### src/rtl/mux_pkg.sv
// Shared defaults for the 2:1 mux slice: data width and select-change
// counter width used by mux_2to1 and sat_counter.
package mux_pkg;

    localparam int WIDTH_DEFAULT = 1;
    localparam int CNT_W_DEFAULT = 8;

endpackage : mux_pkg

### src/rtl/sat_counter.sv
// Saturating up-counter: increments on inc, holds at all-ones, clears on a
// synchronous active-high reset.
module sat_counter
    import mux_pkg::*;
#(
    parameter int CNT_W = CNT_W_DEFAULT
) (
    input  logic             clk,
    input  logic             reset,
    input  logic             inc,
    output logic [CNT_W-1:0] count
);

    logic [CNT_W-1:0] count_d;
    logic [CNT_W-1:0] count_q;

    // NOTE: default assignment first so every path drives count_d; no latch.
    always_comb begin
        count_d = count_q;
        if (inc && (count_q != '1)) begin
            count_d = count_q + CNT_W'(1);
        end
    end

    // NOTE: state registers use non-blocking assignments only.
    always_ff @(posedge clk) begin
        if (reset) begin
            count_q <= '0;
        end else begin
            count_q <= count_d;
        end
    end

    assign count = count_q;

endmodule : sat_counter

### src/rtl/mux_2to1.sv
// 2:1 mux with a combinational output, a registered copy of the result and
// of the select, and a saturating count of sampled select transitions.
module mux_2to1
    import mux_pkg::*;
#(
    parameter int WIDTH = WIDTH_DEFAULT,
    parameter int CNT_W = CNT_W_DEFAULT
) (
    input  logic             clk,
    input  logic             reset,
    input  logic [WIDTH-1:0] a,
    input  logic [WIDTH-1:0] b,
    input  logic             sel,
    output logic [WIDTH-1:0] out,
    output logic [WIDTH-1:0] out_r,
    output logic             sel_q,
    output logic [CNT_W-1:0] sel_changes
);

    logic [WIDTH-1:0] out_r_d;
    logic [WIDTH-1:0] out_r_q;
    logic             sel_d;
    logic             sel_change;

    // Plain conditional operator keeps the usual X-merge behaviour on sel.
    assign out = sel ? b : a;

    always_comb begin
        out_r_d    = out;
        sel_d      = sel;
        sel_change = (sel != sel_q);
    end

    always_ff @(posedge clk) begin
        if (reset) begin
            out_r_q <= '0;
            sel_q   <= 1'b0;
        end else begin
            out_r_q <= out_r_d;
            sel_q   <= sel_d;
        end
    end

    assign out_r = out_r_q;

    // Reset inside the counter wins over a transition seen in the same cycle.
    sat_counter #(
        .CNT_W (CNT_W)
    ) u_sel_cnt (
        .clk   (clk),
        .reset (reset),
        .inc   (sel_change),
        .count (sel_changes)
    );

endmodule : mux_2to1

### config.mk
export PLATFORM = sky130hd
export DESIGN_NAME = mux_2to1
export DESIGN_NICKNAME = d
export VERILOG_FILES = /design/src/rtl/mux_pkg.sv /design/src/rtl/sat_counter.sv /design/src/rtl/mux_2to1.sv
export SDC_FILE = /design/constraint.sdc
export NUM_CORES = 1
export LEC_CHECK = 0
export ABC_AREA = 1
export BUFFER_PORTS_ARGS = -buffer_cell sky130_fd_sc_hd__buf_2
export CAP_MARGIN = 20
export CORE_MARGIN = 1
export CORE_UTILIZATION = 34
export CTS_CLUSTER_SIZE = 28
export DETAILED_ROUTE_END_ITERATION = 12
export PLACE_DENSITY = 0.65
export REMOVE_ABC_BUFFERS = 1
export SYNTH_ARGS = -nofsm -noshare
export SYNTH_HDL_FRONTEND = slang
export SYNTH_SLANG_ARGS = --single-unit
### constraint.sdc
create_clock -name clk -period 1.3 [get_ports clk]
set_clock_uncertainty 0.2 [all_clocks]
set_input_delay 0.195 -clock clk [delete_from_list [all_inputs] [get_ports clk]]
set_output_delay 0.195 -clock clk [all_outputs]
set_load 0.1 [all_outputs]
==> impl_results.md, run 1 <==
* Post-Place Setup Slack at -61.3 ps
* Delay-heaviest family, CP: flip-flops
* Mux cell area share after synthesis at 0
* Post-synthesis compound-gate area fraction at 0.0559
* Critical Path RT at 900 ps
* Slowest CP cell: dfxtp_2
* Crit-path max FO at 4
* Insertion delay to the later sink of the worst-skew pair at 270 ps
* TritonCTS clock tree: yes
* Final #Nets at 126
* Clock root cell: clkbuf_4
* Worst path cell trace: buf_4 > buf_12
* Reg2reg start: u_sel_cnt.count[0]
* Area leader, netlist: dfxtp_1
* Failing checks: negative setup slack
* Post-Syn Area per Cell at 6.47 um2
* Final total power at 803 uW
* # rows at 13
* Die X at 41.7 um
* Synth area leaders: dfxtp_1 37%, nand2_1 15%, nor2_1 13%
* Post-Syn Instances at 83
* DRT iter0 DRCs at 17
* Largest family of logic cells by synthesized area: simple AND/OR/NAND/NOR gates
* Buffer levels on the longest clock path at 2
* Post-synthesis sequential area ratio at 0.373
* Slew Viols, Final at 0
* Pwr per Cell Area at 779 mW/mm2
* Via density at 4.88
* Antenna violations before repair at 0
* Period Utilization, post-route at 1.04
* First-pass GRT wire length at 2380 um
* Peak supply drop at 0.574 mV
* Synth Area in Simple Gates at 0.478
* WL final at 1550 um
* Via count at 649
* Depth of the CTS H-tree at 1
* Post-Synth Adder-Cell Area at 0.0233
* Crit Path Class: flop to primary output
* Antenna fix cells at 0
* Crit end category: primary output
* Most frequent cells after synthesis: 21 x nand2_1, 18 x nor2_1, 10 x dfxtp_1
* Synth top area share at 0.373
* GR Overflow Total at 0
* Setup TNS at -218 ps
* Buf/Inv on CP at 2
* Worst path max stage delay at 360 ps
* Worst setup SP type: flop
* Max frequency at 742 MHz
* I/O Pins at 16
* Initial Util at 0.388
* Layout area overhead at 92.1%
* Hold Crit Start: b
* Cell area after synthesis at 537 um2
* Setup WS post-layout at -48.4 ps
* Cell variety after synth at 15
* Filler cells at 96
* Die area at 0.00174 mm2
* Synth Area in XOR/XNOR at 0
* Drt first pass iters at 4
* Synth warnings at 0
* Seq cells post-synth at 10
* IO Port Bufs at 15
* TritonCTS Sinks at 10
* Worst EP arrival at 950 ps
* Final setup viols at 10
* FFs w/ async S/R, synth at 0
* Gr usage total at 0.179
* Status: finished, violations left
* Minimum clock period at 1350 ps
* Fraction of layout instances using a drive strength above 1 at 0.492
* Clock transition at path regs at 60 ps
* Worst-margin pin slew at 198 ps
* Hold Fails Final Rpt at 0
* Final HPWL from detailed placement at 1010 um
* Die height at 41.7 um
* Worst setup path startpoint: u_sel_cnt.count[0]
* Most common cell in the netlist: nand2_1
* Lkg Pwr at 0.000469 uW
* Gpl congestion at 0.804
* HP Class: primary input to flop
* Wire per inst at 11.6 um
* RSZ-0062 raised after global routing: true
* Cts bufs inserted at 3
* CORE AREA at 0.00138 mm2
* Pin count of the biggest net entering global routing at 9
* Post-synth EDFFs at 0
* Slew HR at 0.868
* Antenna-violating nets left at 0
* Most used DFF post-synth: dfxtp_1
* Vias in the first global route at 582
* DRC at 0
* Max Cap Viol at 0
layer usage:
metal | vias to the layer above | track usage | wire, um
met5 | - | 0 | 0
met4 | 0 | 0.0968 | 33
met3 | 6 | 0.0391 | 56
met2 | 15 | 0.306 | 824
met1 | 297 | 0.205 | 630
li1 | 331 | - | -
timing repair:
action | in CTS | in global routing
setup endpoints to repair | 15 | 17
hold buffers | 3 | 0
pin swaps | 2 | 2
gates resized for setup | 15 | 13
endpoints found under the hold margin | 3 | 0
buffers inserted | 1 | 2
worst paths after layout:
check	to	slack, ps	cells after the start
worst min-delay path	out_r	2	3
worst max-delay path	sel_changes[0]	-50	2
worst max register to register	u_sel_cnt.count[4]	-40	8
worst min register to register	u_sel_cnt.count[5]	400	3
state kept, by name, summed over array words and instances, names as in the netlist:
signal and flops:
out_r 1, sel_q 1, u_sel_cnt.count 8
per-stage QoR:
step	area (um2)	hold slack, ps	utilization	cells
2_1_floorplan	537	64.1	-	83
3_3_place_gp	878	205	0.635	124
3_5_place_dp	878	210	0.635	124
4_1_cts	968	0.200	0.700	131
5_1_grt	1030	32.8	0.746	133
6_report	1030	1.95	0.746	133
where the power goes:
part / switching (uW) / total [uW] / internal (uW)
clock: 108 / 216 / 107
combinational: 162 / 260 / 97.6
sequential: 11.8 / 328 / 316
total: 282 / 803 / 521
cells in the final DEF, fill, tap and decap left out:
| cell type | instances |
|---|---|
| a21oi_1 | 4 |
| buf_12 | 11 |
| buf_2 | 4 |
| buf_4 | 7 |
| buf_6 | 7 |
| clkbuf_4 | 3 |
| dfxtp_1 | 1 |
| dfxtp_2 | 7 |
| dfxtp_4 | 2 |
| dlygate4sd3_1 | 3 |
| ha_4 | 1 |
| inv_1 | 6 |
| inv_2 | 4 |
| nand2_1 | 20 |
| nand2_2 | 3 |
| nand2_4 | 2 |
| nand3_1 | 6 |
| nand3_2 | 1 |
| nand4_1 | 1 |
| nor2_1 | 16 |
| nor2_2 | 3 |
| nor2_4 | 2 |
| nor3_1 | 1 |
| nor3_2 | 1 |
| o21ai_1 | 2 |
cells by family after synthesis:
kind of cell	count (synthesis)
fa+ha+maj	1
compound gates	6
simple gates	56
flops	10
buf+inv	10
final cells by class:
class | count | area [um2] | share of cell area
Inverter | 10 | 37.5 | 0.0364
Multi-Input combinational cell | 63 | 334 | 0.324
Sequential cell | 10 | 216 | 0.210
Clock buffer | 3 | 22.5 | 0.0218
Tap cell | 15 | 18.8 | 0.0182
Timing Repair Buffer | 32 | 402 | 0.390
tightest hold or removal path, delay by kind of cell:
| family | cells | cell delay (ps) |
|---|---|---|
| AO/OA/AOI/OAI | 1 | 70 |
| AND/OR/NAND/NOR | 1 | 60 |
| buffers and inverters | 1 | 90 |
Power figures use the tool's default switching activity.
==> inputs of run 2 (changes only) <==
--- a/config.mk
+++ b/config.mk
@@ -12,6 +12,7 @@
 export CORE_UTILIZATION = 34
 export CTS_CLUSTER_SIZE = 28
 export DETAILED_ROUTE_END_ITERATION = 12
+export GPL_TIMING_DRIVEN = 0
 export PLACE_DENSITY = 0.65
 export REMOVE_ABC_BUFFERS = 1
 export SYNTH_ARGS = -nofsm -noshare
==> constraint.sdc (replaced) <==
create_clock -name clk -period 1.1 [get_ports clk]
set_clock_uncertainty 0.2 [all_clocks]
set_input_delay 0.165 -clock clk [delete_from_list [all_inputs] [get_ports clk]]
set_output_delay 0.165 -clock clk [all_outputs]
set_load 0.1 [all_outputs]
==> run 2 against run 1 <==
  * The run still ends with negative setup slack left
  * Routed wire length down 1.9%
  * Utilization down 2.8 points
  * First-iteration DRC count down 41%
  * Total power up 17%
  * Sequential power up 16%
  * Clock-buffer cell count unchanged
  * Cell count down 4.5%
  * Flip-flop and latch count unchanged
  * Non-clock buffer count down 6
  * Combinational power up 18%
  * Global-route usage up 0.31 points
  * Worst setup slack worse by 190 ps
  * Critical endpoint is now u_sel_cnt.count[0]
  * Largest cell class unchanged
  * Highest routed layer unchanged
==> impl_results.md, run 2 (synthesis results as in run 1) <==
* Status: finished, violations left
* Failing checks: negative setup slack
* Buffer levels on the longest clock path at 2 (unchanged)
* Final HPWL from detailed placement at 838 um (-17%)
* Filler cells at 106 (+10%)
* Hold Crit Start: reset
* Worst setup SP type: flop
* Cts bufs inserted at 3 (unchanged)
* Die area at 0.00174 mm2 (unchanged)
* Pin count of the biggest net entering global routing at 9 (unchanged)
* Comb power frac at 0.328 (+0.005)
* Antenna violations before repair at 0 (unchanged)
* Max reg flops at 8 (unchanged)
* Slew Viols, Final at 0 (unchanged)
* Max Cap Viol at 0 (unchanged)
* Wire per inst at 11.9 um (+2.7%)
* WL final at 1520 um (-1.9%)
* Clock transition at path regs at 60 ps (about the same)
* First-pass GRT wire length at 2410 um (+1.2%)
* Reg2reg start: u_sel_cnt.count[0]
* Via density at 4.88 (about the same)
* Sequential share of power at 0.404 (-0.004)
* Worst-margin pin slew at 232 ps (+33.6 ps)
* TritonCTS Sinks at 10 (unchanged)
* Worst path cell trace: ha_4 > inv_2 > nor2_4 > nand2_4 > nand2_4 > inv_2 > nor2_1 > nor2_1
* Most frequent cells in the layout: 19 x nand2_1, 18 x nor2_1, 11 x buf_12
* Depth of the CTS H-tree at 1 (unchanged)
* Design area at 992 um2 (-3.8%)
* Worst hold slack at 55.2 ps (+53.2 ps)
* Setup WS post-layout at -235 ps (-186 ps)
* Delay-heaviest family, CP: simple AND/OR/NAND/NOR gates
* IO Port Bufs at 15 (unchanged)
* Final #Nets at 120 (-4.8%)
* HP Class: primary input to flop
* RSZ-0062 raised after global routing: true
* Minimum clock period at 1330 ps
* CORE AREA at 0.00138 mm2 (unchanged)
* Gpl congestion at 0.716 (-11%)
* Final setup viols at 18 (+8)
* Antenna-violating nets left at 0 (unchanged)
* Fraction of layout instances using a drive strength above 1 at 0.464 (-0.0272)
* Placement Cell Area at 631 um2 (-28%)
* Die height at 41.7 um (unchanged)
* GR Overflow Total at 0 (unchanged)
* DRC at 0 (unchanged)
* Via count at 620 (-4.5%)
* Worst reg2reg path depth at 8 (unchanged)
* Period Utilization, post-route at 1.21
* P_sw at 332 uW (+18%)
* Pwr per Cell Area at 947 mW/mm2 (+22%)
* Gr usage total at 0.182 (+0.00311)
* # rows at 13 (unchanged)
* Crit end category: flop
* Max frequency at 749 MHz
* Drt first pass iters at 4 (unchanged)
* Insertion delay to the later sink of the worst-skew pair at 270 ps (about the same)
* Slew HR at 0.845 (-0.0224)
* Hold Fails Final Rpt at 0 (unchanged)
* Sw frac at 0.353 (+0.00167)
* Slowest CP cell: dfxtp_4
* Antenna fix cells at 0 (unchanged)
* Int Pwr at 608 uW (+17%)
* Flop-to-flop setup slack at -230 ps (-190 ps)
* R2R Path End: u_sel_cnt.count[0]
* Lkg Pwr at 0.000441 uW (-5.9%)
* DRT iter0 DRCs at 10 (-7)
* TritonCTS clock tree: yes
* Vias in the first global route at 571 (-1.9%)
* Hold Path Depth at 4 (+1)
* Hold Path End: u_sel_cnt.count[4]
* Critical Path RT at 1060 ps (+160 ps)
* I/O Pins at 16 (unchanged)
* Initial Util at 0.388 (unchanged)
* Clock root cell: clkbuf_4
* Crit Path Class: flop to flop
* Worst path max stage delay at 370 ps (about the same)
* Commonest non-fill, non-tap cell in the layout: nand2_1
* Buf/Inv on CP at 2 (unchanged)
* Die X at 41.7 um (unchanged)
* Clock power share at 0.268 (about the same)
* Layout area overhead at 84.8%
* Worst EP arrival at 1290 ps (+340 ps)
* Setup TNS at -2660 ps (-2450 ps)
* Crit-path max FO at 8 (+4)
* Peak supply drop at 0.831 mV (+45%)
==> run 2: through the flow <==
stage	worst slack (ps)	utilization	total power, uW	instances
2_1_floorplan	-1030	-	560	83
3_3_place_gp	-336	0.456	594	113
3_5_place_dp	-367	0.456	596	113
4_1_cts	-217	0.684	925	126
5_1_grt	-298	0.718	985	127
6_report	-235	0.718	940	127
==> run 2: worst max path at each step <==
stage,start,endpoint,slack (ps),depth (start not counted)
global placement,u_sel_cnt.count[0],u_sel_cnt.count[1],-340,8
detailed placement,u_sel_cnt.count[0],u_sel_cnt.count[0],-370,8
global route,u_sel_cnt.count[0],u_sel_cnt.count[4],-300,8
floorplan,u_sel_cnt.count[1],u_sel_cnt.count[0],-1030,8
finish,u_sel_cnt.count[0],u_sel_cnt.count[0],-230,8
CTS,u_sel_cnt.count[0],u_sel_cnt.count[0],-220,8
==> run 2: cell type report <==
cell class | instances | area (um2) | area share
repair buffers | 26 | 343 | 0.346
multi-input cells | 63 | 335 | 0.338
well taps | 15 | 18.8 | 0.0189
flip-flops and latches | 10 | 235 | 0.237
inverters | 10 | 37.5 | 0.0378
clock buffers | 3 | 22.5 | 0.0227
==> run 2: worst min-delay path, stage by stage <==
cell     delay [ps]
buf_2            90
inv_1           110
nand2_1          90
nor2_1           30
==> run 2: power groups by stage <==
stage	sequential (uW)	combinational (uW)	clock [uW]
after detailed placement	396	200	0
after CTS	381	284	260
after global routing	381	323	281
after floorplan	489	71.0	0
after global placement	396	198	0
final	380	308	252
==> run 2: metal layers <==
metal,share of wire,up-vias,GRT usage
li1,-,320,-
met1,0.40,285,0.198
met2,0.54,10,0.322
met3,0.040,5,0.0826
met4,0.011,0,0.0387
met5,0,-,0
==> run 2: what timing repair did <==
item / 4_1_cts / 5_1_grt
hold endpoints to repair: 3 / 0
hold buffers: 4 / 0
setup buffers: 6 / 1
resized for setup: 65 / 11
setup endpoints to repair: 19 / 20
pin swaps: 6 / 3
==> inputs of run 3 (changes only) <==
--- a/config.mk
+++ b/config.mk
@@ -5,15 +5,14 @@
 export SDC_FILE = /design/constraint.sdc
 export NUM_CORES = 1
 export LEC_CHECK = 0
-export ABC_AREA = 1
 export BUFFER_PORTS_ARGS = -buffer_cell sky130_fd_sc_hd__buf_2
 export CAP_MARGIN = 20
-export CORE_MARGIN = 1
+export CORE_MARGIN = 10
 export CORE_UTILIZATION = 34
 export CTS_CLUSTER_SIZE = 28
 export DETAILED_ROUTE_END_ITERATION = 12
 export GPL_TIMING_DRIVEN = 0
-export PLACE_DENSITY = 0.65
+export PLACE_DENSITY = 0.66
 export REMOVE_ABC_BUFFERS = 1
 export SYNTH_ARGS = -nofsm -noshare
 export SYNTH_HDL_FRONTEND = slang
==> run 3 against run 2 <==
  * The run ends with negative hold slack, negative setup slack left
  * Die area up 83%
  * Sequential power up 3%
  * Cell count down 25%
  * Via count down 12%
  * Final area down 2.9%
  * Worst setup slack worse by 120 ps
  * Sequential share of layout area up 0.45 points
  * Synthesized area down 16%
  * Synthesized cell count down 40%
  * Routed wire length up 12%
  * Register-to-register slack worse by 120 ps
  * First-iteration DRC count up 50%
  * Critical path type unchanged
==> impl_results.md, run 3 <==
* Post-Syn Area per Cell at 9.06 um2 (+40%)
* RSZ-0062 raised after global routing: true
* Crit-path max FO at 6 (-2)
* Cell area after synthesis at 453 um2 (-16%)
* Cell variety after synth at 21 (+6)
* Worst setup SP type: flop
* IO Port Bufs at 15 (unchanged)
* Inst Count DP at 79 (-30%)
* Most used DFF post-synth: dfxtp_1
* Final HPWL from detailed placement at 774 um (-7.7%)
* Pin count of the biggest net entering global routing at 11 (+2)
* Wire per inst at 17.9 um (+50%)
* DRC at 0 (unchanged)
* Post-synth EDFFs at 0 (unchanged)
* Synth top area share at 0.442 (+0.0690)
* Max Cap Viol at 0 (unchanged)
* Via density at 5.72 (+17%)
* Worst hold slack at -16.9 ps (-72.1 ps)
* Post-Syn Instances at 50 (-40%)
* Max frequency at 685 MHz (-8.6%)
* Cts bufs inserted at 3 (unchanged)
* Depth of the CTS H-tree at 1 (unchanged)
* # rows at 13 (unchanged)
* Failing checks: negative hold slack, negative setup slack
* Fraction of layout instances using a drive strength above 1 at 0.650 (+0.186)
* Seq cells post-synth at 10 (unchanged)
* Post-synthesis sequential area ratio at 0.442 (+0.0690)
* First-pass GRT wire length at 2640 um (+9.7%)
* Crit end category: flop
* Synth area leaders: dfxtp_1 44%, nor2_1 5.0%, mux2i_1 4.4%
* Critical Path RT at 1060 ps (about the same)
* Final setup viols at 19 (+1)
* Die area at 0.00319 mm2 (+83%)
* Most used routing layer: met2
* FFs w/ async S/R, synth at 0 (unchanged)
* Met3 usage at 0.0607 (-0.0219)
* Layout area overhead at 113%
* Lkg Pwr at 0.000387 uW (-12%)
* Hold Fails Final Rpt at 1 (+1)
* Minimum clock period at 1460 ps (+125 ps)
* Die X at 56.5 um (+35%)
* Non-Filler Instances at 95 (-25%)
* Post-Place Setup Slack at -594 ps (-227 ps)
* Most frequent cells after synthesis: 10 x dfxtp_1, 6 x nor2_1, 4 x nor3_1
* Worst EP arrival at 1420 ps (+130 ps)
* Final #Nets at 87 (-28%)
* TritonCTS clock tree: yes
* TritonCTS Sinks at 10 (unchanged)
* Antenna fix cells at 0 (unchanged)
* Design area at 963 um2 (-2.9%)
* GRT met1 Usage at 0.0882 (-0.110)
* Antenna-violating nets left at 0 (unchanged)
* GR Overflow Total at 0 (unchanged)
* Util after Layout at 0.750 (+0.0321)
* Slew Viols, Final at 0 (unchanged)
* HP Class: primary input to flop
* Pwr per Cell Area at 1140 mW/mm2 (+21%)
* Period Utilization, post-route at 1.33 (+0.114)
* Max reg flops at 8 (unchanged)
* Peak supply drop at 0.634 mV (-24%)
* CORE AREA at 0.00128 mm2 (-7.1%)
* Buffer levels on the longest clock path at 2 (unchanged)
* Flop-to-flop setup slack at -360 ps (-120 ps)
* Drt first pass iters at 4 (unchanged)
* Vias in the first global route at 578 (+1.2%)
* Clock transition at path regs at 70 ps (about the same)
* Filler cells at 82 (-23%)
* Die height at 56.5 um (+35%)
* Clock root cell: clkbuf_4
* DRT iter0 DRCs at 15 (+5)
* Most frequent cells in the layout: 10 x buf_12, 9 x buf_4, 8 x dfxtp_4
* Insertion delay to the later sink of the worst-skew pair at 280 ps (about the same)
* Antenna violations before repair at 0 (unchanged)
* Setup WS post-layout at -359 ps (-125 ps)
* Crit Path Class: flop to flop
* Most common cell in the netlist: dfxtp_1
* Placement Cell Area at 543 um2 (-14%)
* Gr usage total at 0.107 (-0.0750)
* Register Area at 233 um2 (-1.1%)
* Status: finished, violations left
* WL final at 1700 um (+12%)
* Synth warnings at 0 (unchanged)
* I/O Pins at 16 (unchanged)
* Commonest non-fill, non-tap cell in the layout: buf_12
* Final total power at 1100 uW (+17%)
* Via count at 543 (-12%)
* Met2 usage at 0.169 (-0.153)
* Worst-margin pin slew at 237 ps (+5.46 ps)
* Slew HR at 0.840 (-0.00555)
* Area leader, netlist: dfxtp_1
* Area of the multi-input gates at 330 um2 (-1.5%)
* Gpl congestion at 0.701 (-2.1%)
* Initial Util at 0.352 (-0.0358)
-- run 3: area by class of cell --
class,count,area share
repair buffers,27,0.358
multi-input cells,39,0.343
flip-flops and latches,10,0.242
clock buffers,4,0.0377
well taps,15,0.0195
-- run 3: power breakdown --
group	internal [uW]	switching (uW)
clock network	202	138
logic	153	217
registers	370	22.8
-- run 3: critical path, cell delays in order, from the launching register on --
cell and delay (ps):
dfxtp_4 410, nand4_1 200, o21ai_2 230, mux2i_1 230, nor2_1 70
-- run 3: through the flow --
stage          TNS, ps  hold slack, ps
2_1_floorplan   -11110            34.1
3_3_place_gp     -4390             246
3_5_place_dp     -4530             264
4_1_cts          -3580           -27.7
5_1_grt          -4870            6.03
6_report         -3960           -16.9
-- run 3: worst paths after layout --
| check | start | to | cells after the start |
|---|---|---|---|
| min | reset | u_sel_cnt.count[5] | 2 |
| max reg2reg | u_sel_cnt.count[7] | u_sel_cnt.count[1] | 4 |
| max | u_sel_cnt.count[7] | u_sel_cnt.count[1] | 4 |
| min reg2reg | u_sel_cnt.count[5] | u_sel_cnt.count[5] | 2 |
-- run 3: repair_timing --
action / 4_1_cts / 5_1_grt
setup endpoints to repair: 19 / 19
setup buffers: 11 / 0
resized for setup: 73 / 9
pin swaps: 3 / 5
hold buffers: 1 / 0
gates cloned: 0 / 0
hold endpoints to repair: 10 / 0
-- run 3: per-layer routing --
layer / routed length [um] / share of wire
met3: 140 / 0.083
met5: 0 / 0
met1: 575 / 0.34
met4: 134 / 0.079
met2: 845 / 0.50
-- run 3: logic make-up (layout without fill, tap and decap cells) --
logic type | count (synthesis) | in the layout | synth area share
AOI/OAI and AO/OA | 7 | 7 | 0.0912
buffers and inverters | 1 | 31 | 0.00828
and+or+nand+nor | 26 | 26 | 0.307
DFF | 10 | 10 | 0.442
xor gates and xnor gates | 2 | 2 | 0.0553
adders and majority gates | 1 | 1 | 0.0276
muxes | 3 | 3 | 0.0691
